--- src/rtl/prog_shift_delay.sv ---
// prog_shift_delay: programmable circular-buffer delay line for NCH channels,
// delay counted in clocks (MODE 0) or in valid samples (MODE 1).
module prog_shift_delay #(
  parameter int MAX_LEN = 64,
  parameter int DW      = 16,
  parameter int NCH     = 2,
  parameter int MODE    = 0,
  parameter int DEF_DLY = 8,
  localparam int CW     = $clog2(MAX_LEN + 1),
  localparam int AW     = $clog2(MAX_LEN)
) (
  input  logic                clk,
  input  logic                rst,
  input  logic [NCH*DW-1:0]   d_in,
  input  logic                d_in_val,
  input  logic [CW-1:0]       cfg_dly,
  input  logic                cfg_load,
  output logic [NCH*DW-1:0]   d_out,
  output logic                d_out_val,
  output logic [CW-1:0]       cur_dly,
  output logic                filling,
  output logic                cfg_err
);
  typedef enum logic {FILL, RUN} state_t;
  localparam logic [CW-1:0] MAXC = CW'(MAX_LEN);
  state_t state_q, state_d;
  logic [NCH*DW:0] mem [MAX_LEN];
  logic [AW-1:0] wp_q, wp_d, rd;
  logic [CW-1:0] dly_q, dly_d, cnt_q, cnt_d, wpx, rdx;
  logic [NCH*DW-1:0] d_out_q, d_out_d;
  logic val_q, val_d, err_q, err_d, we, run;
  always_comb begin
    we      = MODE == 0 || d_in_val;
    run     = state_q == RUN && !cfg_load;
    wpx     = CW'(wp_q);
    rdx     = wpx >= dly_q ? wpx - dly_q : MAXC - (dly_q - wpx);
    rd      = rdx[AW-1:0];
    wp_d    = !we ? wp_q : wp_q == AW'(MAX_LEN - 1) ? '0 : wp_q + 1'b1;
    dly_d   = !cfg_load ? dly_q : cfg_dly == '0 ? CW'(1) : cfg_dly > MAXC ? MAXC : cfg_dly;
    err_d   = cfg_load && (cfg_dly == '0 || cfg_dly > MAXC);
    // a write coinciding with cfg_load is fill write 1 of the new delay
    cnt_d   = cfg_load ? CW'(we) : we && cnt_q < dly_q ? cnt_q + 1'b1 : cnt_q;
    state_d = cnt_d >= dly_d ? RUN : FILL;
    d_out_d = !run ? '0 : (MODE == 0 || d_in_val) ? mem[rd][NCH*DW-1:0] : d_out_q;
    val_d   = run && (MODE == 0 ? mem[rd][NCH*DW] : d_in_val);
  end
  always_ff @(posedge clk or posedge rst)
    if (rst) begin
      state_q <= FILL;
      wp_q    <= '0;
      dly_q   <= CW'(DEF_DLY);
      cnt_q   <= '0;
      d_out_q <= '0;
      val_q   <= 1'b0;
      err_q   <= 1'b0;
    end else begin
      state_q <= state_d;
      wp_q    <= wp_d;
      dly_q   <= dly_d;
      cnt_q   <= cnt_d;
      d_out_q <= d_out_d;
      val_q   <= val_d;
      err_q   <= err_d;
    end
  // read above is combinational, so D=MAX_LEN sees the entry before this overwrite
  always_ff @(posedge clk)
    if (we) mem[wp_q] <= {d_in_val, d_in};
  assign d_out     = d_out_q;
  assign d_out_val = val_q;
  assign cur_dly   = dly_q;
  assign filling   = state_q == FILL;
  assign cfg_err   = err_q;
endmodule

--- config.mk ---
export PLATFORM = sky130hd
export DESIGN_NAME = prog_shift_delay
export DESIGN_NICKNAME = d
export VERILOG_FILES = /design/src/rtl/prog_shift_delay.sv
export SDC_FILE = /design/constraint.sdc
export NUM_CORES = 2
export LEC_CHECK = 0
export BUFFER_PORTS_ARGS = -buffer_cell sky130_fd_sc_hd__buf_2
export CORE_UTILIZATION = 55
export CTS_CLUSTER_SIZE = 12
export DETAILED_ROUTE_END_ITERATION = 7
export PLACE_DENSITY = 0.75
export RECOVER_POWER = 25
export SYNTH_ARGS = -nofsm -noshare
export SYNTH_HDL_FRONTEND = slang
export SYNTH_SLANG_ARGS = --single-unit
--- constraint.sdc ---
create_clock -name clk -period 4.3 [get_ports clk]
set_input_delay 0.43 -clock clk [delete_from_list [all_inputs] [get_ports clk]]
set_output_delay 0.43 -clock clk [all_outputs]
set_load 0.05 [all_outputs]
-- After elaboration in Yosys (flattened, before gate mapping)
Memory sizes are Yosys's and may differ from the RTL's.
Index checks and enable logic that the tools add are counted.
- word-level logic and storage cells: 34
- output and inout bits: 42
- bits of input ports: 43
- memories kept: 1
- register bits after elaboration: 55
- bits in writable memories: 2112
- memories (name ; depth ; width ; rd ports ; clocked after memory_dff ; write ports ; line ; text):
    mem ; 64 ; 33 ; 1 ; 0 ; 1 ; 27 ; logic [NCH*DW:0] mem [MAX_LEN];
- equality and inequality tests: 1
- bitwise gates (word level): 1
- magnitude comparators: 4
- add/sub/neg operators: 5
- reductions and logical operators: 6
- muxes and demuxes: 9
- operators by type and width (kind ; number):
    2-to-1 mux 7 bit ; 5
    2-to-1 mux 32 bit ; 1
    2-to-1 mux 6 bit ; 2
    subtractor 6 bit ; 2
    adder 7 x 1 -> 7 bit, second input constant ; 1
    >= comparator 6 x 7 -> 1 bit ; 1
    >= comparator 7 bit ; 1
    > comparator 7 bit, second input constant ; 1
    zero test 7 bit ; 1
    < comparator 7 bit ; 1
    adder 6 x 1 -> 6 bit, second input constant ; 1
    equality test 6 bit, second input constant ; 1
    subtractor 1 x 6 -> 6 bit, first input constant ; 1
    logical AND 1 bit ; 3
    zero test 1 bit ; 1
    logical OR 1 bit ; 1
    2-to-1 mux 1 bit ; 1
    NOT 1 bit ; 1

-- Longest topological paths before layout
- depth after elaboration: 6
- depth in mapped cells: 14
- mapped depth without buffers: 14

-- Worst setup path after synthesis
Ideal clock, no wire load.
- kind: register to register
- from: register dly_q[5], in the netlist cur_dly[5]
- to: register state_q
- period minus slack after synthesis: 3.346 ns
- data arrival time: 3.218 ns
- stages on the path, launching flop included: 15
- setup slack: 0.954 ns
- path buffers: 0
- required time: 4.172 ns
- path through: dfrtp_1 -> inv_1 -> ha_1 -> a21o_1 -> a221oi_1 -> o21ai_1 -> xor2_1 -> and2_1 -> ha_1 -> nand2b_1 -> a21o_1 -> a21o_1 -> a21o_1 -> a21oi_1 -> o21ai_0
- cells in the longest elaborated chain, start to end: 5
- ends and longest elaborated chain (item ; line ; text):
    start: declaration ; 29 ; logic [CW-1:0] dly_q, dly_d, cnt_q, cnt_d, wpx, rdx;
    start signal: assignment ; 51 ; dly_q <= CW'(DEF_DLY);
    start signal: assignment ; 59 ; dly_q <= dly_d;
    < comparator 7 bit ; 42 ; cnt_d = cfg_load ? CW'(we) : we && cnt_q < dly_q ? cnt_q + 1'b1 : cnt_q;
    2-to-1 mux 7 bit (2 in a row) ; 42 ;
    >= comparator 7 bit * ; 43 ; state_d = cnt_d >= dly_d ? RUN : FILL;
    2-to-1 mux 1 bit * ; 43 ;
    via state_d ; 26 ; state_t state_q, state_d;
    end signal: assignment ; 57 ; state_q <= state_d;
    end: declaration ; 26 ;
The timed path passes the listed nets; every way through them passes the cells marked *.

-- Final worst setup path
- from: register wp_q[0]
- to: register d_out_q[14], in the netlist d_out[14]
- cells in the longest elaborated chain, start to end: 5
- ends and longest elaborated chain (item ; line ; text):
    start: declaration ; 28 ; logic [AW-1:0] wp_q, wp_d, rd;
    start signal: assignment ; 58 ; wp_q <= wp_d;
    subtractor 6 bit ; 36 ; rdx = wpx >= dly_q ? wpx - dly_q : MAXC - (dly_q - wpx);
    subtractor 1 x 6 -> 6 bit ; 36 ;
    2-to-1 mux 6 bit * ; 36 ;
    memory read (64 x 33 bit) * ; - ;
    2-to-1 mux 32 bit * ; 44 ; d_out_d = !run ? '0 : (MODE == 0 || d_in_val) ? mem[rd][NCH*DW-1:0] : d_out_q;
    via d_out_d[14] ; 30 ; logic [NCH*DW-1:0] d_out_q, d_out_d;
    end signal: assignment ; 61 ; d_out_q <= d_out_d;
    end: declaration ; 30 ;
Marked as above.

==> results.sh <==
export IMPL_status="finished with violations"
export IMPL_violations="capacitance limit, slew limit"
export IMPL_root_buffer="clkbuf_16"
export IMPL_final_area_mm2=0.0948
export IMPL_synth_distinct_cells=54
export IMPL_diodes=0
export IMPL_final_util=0.630
export IMPL_cp_max_fo=37
export IMPL_final_common_cell="edfxtp_1"
export IMPL_fp_dieH_um=392
export IMPL_ys_seq_area_frac=0.774
export IMPL_slew_viol_final=1267
export IMPL_p_comb_frac=0.083
export IMPL_yosysTopAreaCell="edfxtp_1"
export IMPL_num_rows=142
export IMPL_power_total_mw=43.9
export IMPL_critPathKind="reg -> reg"
export IMPL_start_kind="flip-flop"
export IMPL_synth_nets=3890
export IMPL_clk_latency_ns=0.84
export IMPL_post_cts_buffers=0
export IMPL_skew_ns=0.0338
export IMPL_overflow=0
export IMPL_io_buffers=84
export IMPL_drive_above_1_share=0.266
export IMPL_ys_ff_latch=2167
export IMPL_place_gp_congestion=0.859
export IMPL_synthCells=3826
export IMPL_first_iter_violations=5958
export IMPL_cp_end_kind="flip-flop"
export IMPL_wirelength_um=206000
export IMPL_clkTransAtPathRegs_ns=0.06
export IMPL_rsz0062_at_grt="no"
export IMPL_grt_total_usage=0.273
export IMPL_dp_slack_ns=0.192
export IMPL_syn_area_mm2=0.0837
export IMPL_tns_ns=0
export IMPL_grt_first_pass_wirelength_um=295000
export IMPL_p_int_mw=34.1
export IMPL_r2r_start="wp_q[0]"
export IMPL_maxCapViolations=20
export IMPL_setup_viol=0
export IMPL_antenna_found_initial=13
export IMPL_grt_max_degree=133
export IMPL_cts_tree="done"
export IMPL_min_period_over_period=0.958
export IMPL_die_area_mm2=0.154
export IMPL_fp_coreArea_mm2=0.150
export IMPL_p_clk_frac=0.384
export IMPL_placed_area_mm2=0.0887
export IMPL_nFillCells=9743
export IMPL_switching_share=0.223
export IMPL_worstHoldStart="cfg_dly[0]"
export IMPL_async_flop_share=0.0254
export IMPL_die_w_um=392
export IMPL_hold_path_class="in -> reg"
export IMPL_layout_setup_ws_ns=0.179
export IMPL_nets=4219
export IMPL_placed_cells=5950
export IMPL_synth_top_flop_cell="edfxtp_1"
export IMPL_irDropWorstVdd_mv=0.497
export IMPL_max_freq_ghz=0.243
export IMPL_whs_ns=0.105
export IMPL_io_pins=85
export IMPL_ant_nets=0
export IMPL_tightest_slew_ns=3.42
export IMPL_slew_headroom=-1.28
export IMPL_final_cell_mix="edfxtp_1 (2112), mux4_2 (528), nand2_1 (277)"
export IMPL_ys_top_cells_by_area="edfxtp_1 (76%), mux4_2 (14%), mux2i_1 (3.1%)"
export IMPL_power_switching_mw=9.78
export IMPL_pwr_share_seq=0.533
export IMPL_drc=0
export IMPL_leakage_nw=30.3
export IMPL_cp_arrival_ns=4.80
export IMPL_ys_warn_count=0
export IMPL_power_density_mw_per_mm2=463
export IMPL_grt_pass1_vias=41400
export IMPL_synth_edf_count=2112
export IMPL_vias=41100
export IMPL_avgSynthCellArea_um2=21.9
export IMPL_startpoint="wp_q[0]"
export IMPL_period_needed_ns=4.12
export IMPL_via_per_inst=6.53
export IMPL_dp_hpwl_um=117000
export IMPL_first_pass_iters=6
export IMPL_htree_levels=4
export IMPL_post_synth_top_area_fraction=0.758
export IMPL_area_growth_pct=13.2
export IMPL_hold_violations=0
export IMPL_cts_buffers=210
export IMPL_fin_cells=6300
export IMPL_wl_per_cell_um=32.7
export IMPL_worstPathRequired_ns=4.98
export IMPL_start_util=0.556
export IMPL_cts_sinks=2167
export IMPL_cts_max_path_buffers=3
## worst max-delay path, cell delays in order, from the launching register on
cell,delay [ns]
dfrtp_1,0.46
inv_1,0.20
ha_4,0.15
inv_1,0.04
fa_4,1.02
buf_12,0.22
buf_12,0.29
mux4_2,0.55
nand2_1,0.08
mux2i_1,0.10
o21ai_1,0.63
nand4_1,0.16
## cells in the mapped netlist, drive strengths merged, types with 2 or more instances
master,number
nand3b,5
inv,20
nor4,3
a21o,6
o22a,64
clkbuf,80
or2,3
nand2,277
or3,6
o21ai,78
and2,3
mux2i,262
or3b,2
nor2,78
a21oi,14
xnor2,2
nor3,2
and3,2
edfxtp,2112
mux4,528
dfrtp,54
nand2b,4
buf,125
o21a,2
a22oi,2
o211ai,3
nand4,35
nand3,8
xor2,7
ha,20
a211oi,2
## flip-flops by register name, summed over array words and instances (netlist names)
signal     flops
d_out_val      1
mem         2112
cur_dly        7
cfg_err        1
state_q        1
d_out         32
cnt_q          7
wp_q           6
## power by group through the flow
stage,sequential [mW],clock [mW],combinational (mW)
after floorplan,23.9,0,2.15
after global placement,23.8,0,3.57
after detailed placement,23.8,0,3.63
after CTS,23.3,17.0,3.67
after global routing,23.4,17.8,3.86
final,23.4,16.9,3.65
## area by class of cell
class | instances | area, um2 | share of cell area
flip-flops and latches | 2167 | 64800 | 0.683
inverters | 20 | 75.1 | 0.000792
multi-input cells | 1434 | 18500 | 0.195
clock inverters | 43 | 353 | 0.00372
repair buffers | 322 | 2780 | 0.0293
clock buffers | 298 | 5760 | 0.0608
well taps | 2016 | 2520 | 0.0266
## routing by layer
layer | GRT usage | wire, um | share of wire
met1 | 0.382 | 75800 | 0.37
met2 | 0.433 | 99500 | 0.48
met3 | 0.0614 | 24200 | 0.12
met4 | 0.0878 | 6470 | 0.031
met5 | 0 | 42 | 0.00020
## final timing paths
path / slack, ns / cells after the start / end
min in group asynchronous: 0.43 / 3 / d_out[6]
min: 0.11 / 4 / cur_dly[0]
min reg2reg: 0.56 / 2 / cur_dly[1]
max in group asynchronous: 2.79 / 4 / d_out[0]
max: 0.18 / 11 / d_out[14]
max reg2reg: 0.18 / 11 / d_out[14]
## repair_timing
| action | CTS | global route |
|---|---|---|
| endpoints found under the setup margin | 0 | 1 |
| hold buffers | 9 | 0 |
| gates resized for setup | 0 | 1 |
| endpoints found under the hold margin | 40 | 0 |
## cell families after synthesis
| logic type | share of synthesized area |
|---|---|
| fa+ha+maj | 0.00323 |
| simple gates | 0.0214 |
| flops | 0.774 |
| xor+xnor | 0.00103 |
| buf+inv | 0.0118 |
| mux | 0.173 |
| compound gates | 0.0152 |
No activity file was read; power rests on OpenSTA's default activity.
